### config.mk
export PLATFORM = sky130hd
export DESIGN_NAME = my_retime_pipe
export DESIGN_NICKNAME = d
export VERILOG_FILES = /design/src/rtl/my_retime_pkg.sv /design/src/rtl/my_retime_stage.sv /design/src/rtl/my_retime_pipe.sv
export SDC_FILE = /design/constraint.sdc
export NUM_CORES = 1
export LEC_CHECK = 0
export BUFFER_PORTS_ARGS = -buffer_cell sky130_fd_sc_hd__buf_2
export CAP_MARGIN = 20
export CORE_MARGIN = 10
export CORE_UTILIZATION = 60
export CTS_CLUSTER_DIAMETER = 30
export CTS_CLUSTER_SIZE = 40
export DETAILED_ROUTE_END_ITERATION = 16
export PLACE_DENSITY = 0.9
export SYNTH_ARGS = -nofsm -noshare
export SYNTH_HDL_FRONTEND = slang
export SYNTH_SLANG_ARGS = --single-unit
### constraint.sdc
create_clock -name clk -period 5.33 [get_ports clk]
set_clock_uncertainty 0.2 [all_clocks]
set_input_delay 0.2665 -clock clk [delete_from_list [all_inputs] [get_ports clk]]
set_output_delay 0.2665 -clock clk [all_outputs]
set_load 0.05 [all_outputs]
### src/rtl/my_retime_pkg.sv
// Shared definitions for the programmable-latency retiming pipeline.
package my_retime_pkg;

  localparam int DEF_WIDTH = 8;
  localparam int DEF_DEPTH = 4;

  // Force a requested latency into the legal range 1..depth.
  function automatic int unsigned clamp_lat(input int unsigned req, input int unsigned depth);
    if (req == 0) return 1;
    if (req > depth) return depth;
    return req;
  endfunction

endpackage

### src/rtl/my_retime_stage.sv
// One pipeline slot: a valid bit plus its data word, loaded together.
module my_retime_stage
  import my_retime_pkg::*;
#(
  parameter int WIDTH = DEF_WIDTH
) (
  input  logic             clk,
  input  logic             rst_n,
  input  logic             load,
  input  logic             src_valid,
  input  logic [WIDTH-1:0] src_data,
  output logic             valid,
  output logic [WIDTH-1:0] data
);

  // Capture the upstream slot whenever this slot is allowed to advance.
  always_ff @(posedge clk or negedge rst_n) begin
    if (!rst_n) begin
      valid <= 1'b0;
      data  <= '0;
    end else if (load) begin
      valid <= src_valid;
      data  <= src_data;
    end
  end

endmodule

### src/rtl/my_retime_pipe.sv
// Elastic valid/ready register pipeline with programmable latency 1..DEPTH.
// Words enter at stage DEPTH-L and always leave from stage DEPTH-1, so the
// number of register hops equals the latency in force.
module my_retime_pipe
  import my_retime_pkg::*;
#(
  parameter int WIDTH = DEF_WIDTH,
  parameter int DEPTH = DEF_DEPTH,
  parameter int LW    = $clog2(DEPTH + 1),
  parameter int CW    = $clog2(DEPTH + 1)
) (
  input  logic             clk,
  input  logic             rst_n,
  input  logic [LW-1:0]    cfg_lat,
  input  logic             in_valid,
  output logic             in_ready,
  input  logic [WIDTH-1:0] in_data,
  output logic             out_valid,
  input  logic             out_ready,
  output logic [WIDTH-1:0] out_data,
  output logic [CW-1:0]    occupancy,
  output logic [LW-1:0]    lat_active
);

  logic [DEPTH-1:0] v_q;
  logic [WIDTH-1:0] d_q [DEPTH];
  logic [DEPTH-1:0] rdy;
  logic [DEPTH-1:0] load;
  logic [DEPTH-1:0] src_v;
  logic [WIDTH-1:0] src_d [DEPTH];
  logic [LW-1:0]    entry;
  logic [LW-1:0]    lat_clamped;
  logic             accept;
  logic             emit;

  assign entry       = LW'(DEPTH) - lat_active;
  assign lat_clamped = LW'(clamp_lat(32'(cfg_lat), DEPTH));
  assign out_valid   = v_q[DEPTH-1];
  assign out_data    = d_q[DEPTH-1];
  assign accept      = in_valid & in_ready;
  assign emit        = out_valid & out_ready;

  // Ready ripples back from the output; an empty slot anywhere ahead lets everything behind it move.
  always_comb begin
    rdy[DEPTH-1] = !v_q[DEPTH-1] | out_ready;
    for (int i = DEPTH - 2; i >= 0; i--) begin
      rdy[i] = !v_q[i] | rdy[i+1];
    end
  end

  // Select each slot's source (input at the entry slot, predecessor elsewhere) and gate loads to used slots.
  always_comb begin
    in_ready = 1'b0;
    for (int i = 0; i < DEPTH; i++) begin
      src_v[i] = in_valid;
      src_d[i] = in_data;
      load[i]  = (LW'(i) >= entry) && rdy[i];
      if (entry == LW'(i)) in_ready = rdy[i];
    end
    for (int i = 1; i < DEPTH; i++) begin
      if (entry != LW'(i)) begin
        src_v[i] = v_q[i-1];
        src_d[i] = d_q[i-1];
      end
    end
  end

  for (genvar g = 0; g < DEPTH; g++) begin : g_stage
    my_retime_stage #(.WIDTH(WIDTH)) u_stage (
      .clk       (clk),
      .rst_n     (rst_n),
      .load      (load[g]),
      .src_valid (src_v[g]),
      .src_data  (src_d[g]),
      .valid     (v_q[g]),
      .data      (d_q[g])
    );
  end

  // Occupancy tracks accepts minus emits; latency only switches over on an idle, empty pipe.
  always_ff @(posedge clk or negedge rst_n) begin
    if (!rst_n) begin
      occupancy  <= '0;
      lat_active <= LW'(DEPTH);
    end else begin
      case ({accept, emit})
        2'b10:   occupancy <= occupancy + CW'(1);
        2'b01:   occupancy <= occupancy - CW'(1);
        default: occupancy <= occupancy;
      endcase
      if (occupancy == '0 && !accept) lat_active <= lat_clamped;
    end
  end

endmodule

==> run_results.csv, run 1 <==
group,metric,value,unit
status,outcome,"finished clean",
cts,insertion_delay,300,ps
sta,rsz0062_at_grt,"no",
synthesis,syn_inst,204,
setup_path,startpoint,"lat_active[0]$_DFFE_PN0P_",
setup_path,critPathArrivalTime,3600,ps
routing,drcViolationCount,0,
setup_path,crit_required,5320,ps
grt,groute.usage.overall,13.7,%
routing,drt_wl_total,4090,um
job,drv_cap,0,
sta,setup_violations,0,
synthesis,synth_seq_cells,42,
setup_path,path_max_fanout,16,
synthesis,yosysUniqueCellTypes,40,
die,core,3440,um2
synthesis,post-synth-top-count-cell,"dfrtp_1",
routing,dr.first_iter.drc_count,80,
synthesis,synth_top_area_share,46.9,%
setup_path,timing.rr.end,"occupancy[1]$_DFFE_PN0P_",
die,die_area,6470,um2
place,portBuffers,30,
synthesis,synth_area_leaders,"dfrtp_1 47%, mux2i_1 12%, a21oi_1 4.6%",
cts,holdBufCountCts,1,
setup_path,endpoint,"occupancy[1]$_DFFE_PN0P_",
synthesis,synth.net_count,224,
layout,areaGrowthSynthToFinish,9.77,%
synthesis,synth_edf_count,0,
cts,cts_tree,"yes",
setup_path,critPathMaxStageDelay,770,ps
setup_path,critPathKind,"reg -> reg",
synthesis,synth_area_per_cell,10.7,um2
cts,post-cts-setup-buffers,0,
setup_path,critPathSlowestCell,"dfrtp_1",
synthesis,ys.flop_type,"dfrtp_1",
synthesis,yosys-top-cells-count,"41 x dfrtp_1, 26 x mux2i_1, 24 x nor2_1",
routing,routedWlPerCell,14.9,um
setup_path,path_cells,"inv_1 > ha_1 > and3b_1 > o21ai_1 > and3_1 > nor2_1 > ha_1 > fa_1 > mux2_2",
cts,cts.path.max_buffers,2,
cts,cts_inserted_buffers,5,
die,rows,21,
routing,dr_total_vias,1496,
synthesis,syn-cell-area,2190,um2
routing,first_pass_iters,4,
sta,finalSetupTns,0,ps
setup_path,critical_path_depth,9,
sta,finalCriticalPeriod,3610,ps
synthesis,yosysTopAreaCell,"dfrtp_1",
grt,antenna_found_initial,0,
sta,fin_crit_sh,67.7,%
sta,relSlewSlack,40.0,%
layout,nFillCells,257,
routing,ant_nets,0,
cts,h-tree-depth,2,
grt,grt_pass1_wl,7090,um
setup_path,r2r_slack,1720,ps
setup_path,cpMostUsedCell,"ha_1",
cts,cts.clk_slew.worst_paths,80,ps
grt,grt-ovfl-total,0,
die,die_y,80.4,um
routing,vias_per_cell,5.46,
hold_path,hold_class,"in -> reg",
grt,grt_pass1_vias,1531,
cts,cts_resized,0,
die,ios,31,
sta,whs,29.3,ps
place,gp_congestion,0.812,
setup_path,r2r_start,"lat_active[0]$_DFFE_PN0P_",
setup_path,cp_top_family,"adder cells",
layout,drive_gt1_share,25.4,%
sta,tightest_slew,900,ps
grt,grt_max_degree,43,
setup_path,setup.worst_path.start_class,"flop",
die,die_width,80.4,um
setup_path,worstSetupEndpointType,"flop",
cts,cts.sink_count,42,
setup_path,ff2ff_path_depth,9,
sta,hold_viol,0,
die,initial_core_util,63.6,%
layout,num_antenna_cells,0,
synthesis,async_flop_share,100,%
synthesis,synth_seq_area_share,48.1,%
place,hpwl,3050,um
layout,nNetsFinal,247,
sta,drv_slew,0,
synthesis,synth_warnings,0,
cts,cts_root_buf,"clkbuf_8",
sta,max_freq,277,MHz
setup_path,cp_num_buf_inv,1,
-- placed cells by master (no fill, tap or decap), types with 5 or more instances in the layout --
cell and n:
buf_2 30, inv_1 6, a21oi_1 20, nand2_1 13
o21ai_0 9, mux2i_1 26, dfrtp_1 41, nor2_1 24
clkbuf_8 5, mux2_2 8
-- layout make-up --
class	count	area, um2	share of cell area (%)
well taps	46	57.6	2.39
multi-input cells	141	1020	42.5
repair buffers	31	160	6.66
inverters	6	22.5	0.937
clock buffers	5	68.8	2.86
flip-flops and latches	42	1050	43.8
clock inverters	3	21.3	0.885
-- per-layer routing --
| metal | wire (um) | vias up | global-route usage, % |
|---|---|---|---|
| met2 | 2010 | 32 | 22.5 |
| met3 | 217 | 2 | 4.45 |
| met1 | 1820 | 719 | 16.3 |
| li1 | - | 743 | - |
| met5 | 0 | - | 0 |
| met4 | 35 | 0 | 4.75 |
-- worst reg2reg max path: cells and delay by family, from the launching register on --
family,cells,cell delay [ps]
buffers and inverters,1,180
multiplexers,1,280
AND/OR/NAND/NOR,3,950
AO/OA/AOI/OAI,1,100
adder cells (fa/ha/maj),3,1030
flip-flops,1,770
-- how the worst min path moves through the flow --
stage / startpoint / end / cells past startpoint
final: cfg_lat[2] / lat_active[2]$_DFFE_PN1P_ / 2
after global routing: cfg_lat[2] / lat_active[2]$_DFFE_PN1P_ / 2
after CTS: cfg_lat[2] / lat_active[2]$_DFFE_PN1P_ / 2
after detailed placement: rst_n / g_stage[0].u_stage.data[6]$_DFFE_PN0P_ / 1
after global placement: rst_n / g_stage[0].u_stage.data[6]$_DFFE_PN0P_ / 1
after floorplan: rst_n / g_stage[0].u_stage.data[0]$_DFFE_PN0P_ / 0
-- per-stage QoR --
stage | setup slack (ps) | instance area (um2) | utilization (%) | instances
global route | 1450 | 2400 | 69.8 | 274
CTS | 1740 | 2400 | 69.8 | 274
finish | 1720 | 2400 | 69.8 | 274
detailed placement | 1740 | 2300 | 66.9 | 265
floorplan | 1590 | 2190 | - | 204
global placement | 1890 | 2300 | 66.9 | 265
-- registers in the layout, summed over array words and instances (netlist names) --
register	cells
occupancy	3
g_stage.u_stage.valid	4
g_stage.u_stage.data	32
lat_active	3
-- cells by family (layout without fill, tap and decap cells) --
logic type      count (synthesis)  count (layout)  share of synthesized area (%)
simple gates                   53              53                           12.5
compound gates                 42              42                           11.1
flops                          42              42                           48.1
mux                            37              37                           17.9
buf+inv                        21              45                           5.31
fa+ha+maj                       5               5                           3.20
xor+xnor                        4               4                           1.94
Power of run 1 is left out: the tool's default activity adds up to more than one toggle a clock period on the data nets, which glitch-free logic cannot reach.
==> inputs of run 2 (changes only) <==
- CORE_UTILIZATION: 60 -> 56
- PLACE_DENSITY: 0.9 -> 0.85
- clock period: 5.33 -> 3.6 ns (I/O delays scaled with it)
==> run 2 against run 1 <==
Net effect:
- largest cell class unchanged
- utilization decreased by 1.6 points
- non-clock buffer count up 11
- first-iteration DRC count is 16% higher
- worst hold slack lost 20 ps
- setup slack worse by 1100 ps
==> run_results.csv, run 2 (synthesis gave the netlist of run 1 again) <==
group,metric,value,unit
status,outcome,"finished clean",
setup_path,critPathArrivalTime,2960,ps
setup_path,cp_top_family,"adder cells",
cts,insertion_delay,300,ps
cts,cts.sink_count,42,
setup_path,path_cells,"inv_1 > ha_1 > nand2_1 > a31oi_1 > and3_1 > nor2_1 > ha_1 > fa_1 > xnor2_1 > nor2_1 > xor2_1",
layout,drive_gt1_share,25.1,%
sta,max_freq,340,MHz
cts,post-cts-setup-buffers,0,
grt,grt_max_degree,43,
place,hpwl,3090,um
sta,finalSetupTns,0,ps
die,rows,22,
job,drv_cap,0,
layout,regMostFlops,"g_stage.u_stage.data",
die,die_y,82.5,um
setup_path,worstSetupEndpointType,"flop",
place,portBuffers,30,
sta,fin_crit_sh,81.8,%
routing,ant_nets,0,
setup_path,critPathKind,"reg -> reg",
layout,fin_cells,287,
cts,cts_resized,0,
die,die_area,6810,um2
layout,postLayoutCellArea,2530,um2
routing,dr_total_vias,1501,
cts,cts_inserted_buffers,5,
setup_path,setup.worst_path.start_class,"flop",
sta,rsz0062_at_grt,"no",
grt,grt_pass1_wl,7380,um
routing,drcViolationCount,0,
layout,largest_reg_flops,32,
setup_path,critPathMaxStageDelay,390,ps
routing,vias_per_cell,5.23,
hold_path,hold_class,"in -> reg",
cts,cts.clk_slew.worst_paths,80,ps
layout,nNetsFinal,258,
setup_path,critPathSlowestCell,"fa_1",
layout,num_antenna_cells,0,
grt,grt_pass1_vias,1556,
layout,areaGrowthSynthToFinish,15.8,%
grt,groute.usage.overall,13.9,%
routing,first_pass_iters,4,
grt,antenna_found_initial,0,
layout,fin_util,68.2,%
setup_path,crit_required,3620,ps
routing,routedWlPerCell,15.3,um
place,dpl.cell_count,269,
grt,grt-ovfl-total,0,
routing,drt_wl_total,4400,um
die,ios,31,
sta,drv_slew,0,
setup_path,path_max_fanout,5,
routing,dr.first_iter.drc_count,93,
cts,cts_tree,"yes",
cts,cts.path.max_buffers,2,
sta,finalCriticalPeriod,2940,ps
place,placed_area,2320,um2
layout,reg_top3,"g_stage.u_stage.data x32, g_stage.u_stage.valid x4",
sta,setup_violations,0,
die,initial_core_util,58.9,%
sta,hold_viol,0,
layout,layout_commonest_cell,"dfrtp_1",
die,die_width,82.5,um
place,gp_congestion,0.785,
die,core,3720,um2
cts,cts_root_buf,"clkbuf_8",
sta,tightest_slew,894,ps
cts,h-tree-depth,2,
layout,final_cell_mix,"41 x dfrtp_1, 30 x buf_2, 26 x mux2i_1",
sta,relSlewSlack,40.4,%
setup_path,cp_num_buf_inv,1,
[run 2: final timing paths]
check	from	endpoint	slack, ps	depth (start not counted)
max reg2reg	lat_active[0]$_DFFE_PN0P_	occupancy[2]$_DFFE_PN0P_	660	11
min	in_data[5]	g_stage[0].u_stage.data[5]$_DFFE_PN0P_	9	2
max in group asynchronous	rst_n	g_stage[3].u_stage.data[5]$_DFFE_PN0P_	2300	2
max	lat_active[0]$_DFFE_PN0P_	occupancy[2]$_DFFE_PN0P_	660	11
min in group asynchronous	rst_n	g_stage[0].u_stage.data[6]$_DFFE_PN0P_	340	2
min reg2reg	g_stage[2].u_stage.data[3]$_DFFE_PN0P_	g_stage[2].u_stage.data[3]$_DFFE_PN0P_	290	2
[run 2: through the flow]
stage / hold WS [ps] / setup slack [ps]
5_1_grt: 8.32 / 429
6_report: 9.50 / 656
3_5_place_dp: 156 / 681
2_1_floorplan: -316 / 76.6
4_1_cts: 1.18 / 663
3_3_place_gp: 150 / 835
[run 2: area by class of cell]
type | count | area (um2)
fillers | 273 | 1180
flip-flops and latches | 42 | 1050
multi-input cells | 141 | 1020
repair buffers | 42 | 265
clock buffers | 5 | 68.8
well taps | 48 | 60.1
clock inverters | 3 | 45.0
inverters | 6 | 22.5
[run 2: layer usage]
metal / track usage [%] / share of wire, %
met5: 0 / 0
met4: 4.68 / 1.0
met3: 2.81 / 4.3
met2: 23.6 / 51
met1: 17.1 / 44
[run 2: worst reg2reg max path, delay by kind of cell, from the launching register on]
kind,cells,cell delay [ps]
adder cells (fa/ha/maj),3,970
AND/OR/NAND/NOR,4,570
flip-flops,1,370
AO/OA/AOI/OAI,1,370
XOR/XNOR,2,300
buffers and inverters,1,80
[run 2: what timing repair did]
action,CTS,global route
hold buffers,10,0
endpoints found under the setup margin,0,0
hold endpoints to repair,50,0
Power of run 2 is left out for the same reason.
==> inputs of run 3 (changes only) <==
- clock period: 3.6 -> 2.85 ns (I/O delays scaled with it)
==> run 3 against run 2 <==
Net effect:
- cell count up 1.7%
- register-to-register slack lost 500 ps
- sequential cell count did not move
- maximum frequency rose by 9.2%
- global-route usage decreased by 0.36 points
- critical path type unchanged
==> run_results.csv, run 3 (synthesis gave the netlist of run 1 again) <==
group,metric,value,unit
status,outcome,"finished clean",
die,core,3720,um2
cts,cts.sink_count,42,
setup_path,ff2ff_path_depth,11,
die,die_width,82.5,um
routing,vias_per_cell,5.45,
sta,max_freq,371,MHz
layout,areaGrowthSynthToFinish,21.0,%
die,ios,31,
layout,final_cell_mix,"40 x dfrtp_1, 30 x buf_2, 26 x mux2i_1",
routing,dr_total_vias,1590,
die,die_area,6810,um2
grt,groute.usage.overall,13.5,%
setup_path,crit_required,2870,ps
grt,grt_pass1_vias,1513,
routing,first_pass_iters,4,
cts,cts.clk_slew.worst_paths,80,ps
layout,largest_reg_flops,32,
grt,grt_max_degree,43,
routing,ant_nets,0,
job,drv_cap,0,
sta,finalCriticalPeriod,2700,ps
layout,regMostFlops,"g_stage.u_stage.data",
setup_path,endpoint,"occupancy[2]$_DFFE_PN0P_",
layout,reg_top3,"g_stage.u_stage.data x32, g_stage.u_stage.valid x4",
setup_path,worstSetupEndpointType,"flop",
routing,routedWlPerCell,15.0,um
routing,drcViolationCount,0,
cts,cts_inserted_buffers,5,
grt,antenna_found_initial,0,
cts,h-tree-depth,2,
sta,rsz0062_at_grt,"no",
routing,drt_wl_total,4380,um
place,gp_congestion,0.783,
setup_path,critical_path_depth,11,
sta,hold_viol,0,
sta,fin_crit_sh,94.6,%
cts,insertion_delay,290,ps
setup_path,r2r_slack,150,ps
layout,nNetsFinal,263,
place,hpwl,3100,um
setup_path,path_max_fanout,3,
setup_path,r2r_start,"lat_active[0]$_DFFE_PN0P_",
setup_path,critPathKind,"reg -> reg",
die,rows,22,
die,initial_core_util,58.9,%
grt,grt-ovfl-total,0,
setup_path,startpoint,"lat_active[0]$_DFFE_PN0P_",
cts,cts_root_buf,"clkbuf_8",
layout,drive_gt1_share,29.5,%
die,die_y,82.5,um
setup_path,critPathSlowestCell,"dfrtp_2",
setup_path,critPathArrivalTime,2720,ps
cts,post-cts-setup-buffers,0,
place,dpl_worst_slack,104,ps
hold_path,hold_class,"in -> reg",
setup_path,setup.worst_path.start_class,"flop",
setup_path,timing.rr.end,"occupancy[2]$_DFFE_PN0P_",
sta,worst_slack,155,ps
setup_path,path_cells,"clkinvlp_4 > ha_4 > nand2b_1 > a31oi_4 > and3_4 > nor2_1 > ha_2 > fa_1 > xnor2_1 > nor2_1 > xor2_1",
cts,cts.path.max_buffers,2,
layout,num_antenna_cells,0,
grt,grt_pass1_wl,7310,um
setup_path,cp_num_buf_inv,1,
cts,cts_tree,"yes",
sta,relSlewSlack,40.3,%
layout,nFillCells,276,
routing,dr.first_iter.drc_count,104,
place,portBuffers,30,
setup_path,cpMostUsedCell,"nor2_1",
sta,drv_slew,0,
layout,layout_commonest_cell,"dfrtp_1",
setup_path,cp_top_family,"adder cells",
sta,tightest_slew,895,ps
sta,setup_violations,0,
setup_path,critPathMaxStageDelay,390,ps
[run 3: how the worst min path moves through the flow]
stage / startpoint / to / slack (ps) / cells after the start
floorplan: rst_n / g_stage[0].u_stage.data[0]$_DFFE_PN0P_ / -350 / 0
global placement: rst_n / lat_active[1]$_DFFE_PN0P_ / 130 / 1
detailed placement: rst_n / lat_active[1]$_DFFE_PN0P_ / 130 / 1
CTS: cfg_lat[0] / lat_active[0]$_DFFE_PN0P_ / 60 / 4
global route: cfg_lat[0] / lat_active[0]$_DFFE_PN0P_ / 80 / 4
finish: cfg_lat[0] / lat_active[0]$_DFFE_PN0P_ / 60 / 4
[run 3: timing repair]
item / 4_1_cts / 5_1_grt
resized for setup: 0 / 3
endpoints found under the setup margin: 0 / 1
hold buffers: 13 / 0
endpoints found under the hold margin: 57 / 0
[run 3: metal layers]
metal  track usage (%)  wire length (um)  up-vias
met3              3.13               275        4
met2              21.2              2100       42
met1              18.3              1970      765
met4              3.51                32        0
met5                 0                 0        -
li1                  -                 -      779
[run 3: cell type report]
class                      count  area [um2]  share of cell area, %
clock inverter                 2        37.5                   1.42
timing repair buffer          47         310                   11.7
clock buffer                   6        72.6                   2.74
multi-input combinational    141        1090                   41.1
tap                           48        60.1                   2.27
inverter                       6        26.3                  0.992
sequential                    42        1050                   39.8
[run 3: per-stage QoR]
stage	hold WS [ps]	utilization [%]	instance area (um2)	setup TNS (ps)	cells
finish	58.4	71.3	2650	0	292
floorplan	-353	-	2280	-488	204
detailed placement	125	64.5	2400	0	271
global placement	126	64.5	2400	0	271
CTS	55.4	71.0	2640	0	292
global route	81.3	71.3	2650	0	292
[run 3: tightest hold or removal path, stage by stage]
cell and delay [ps]:
buf_2 80, inv_1 30, a21oi_1 130, mux2_4 140
Power of run 3 is left out for the same reason.
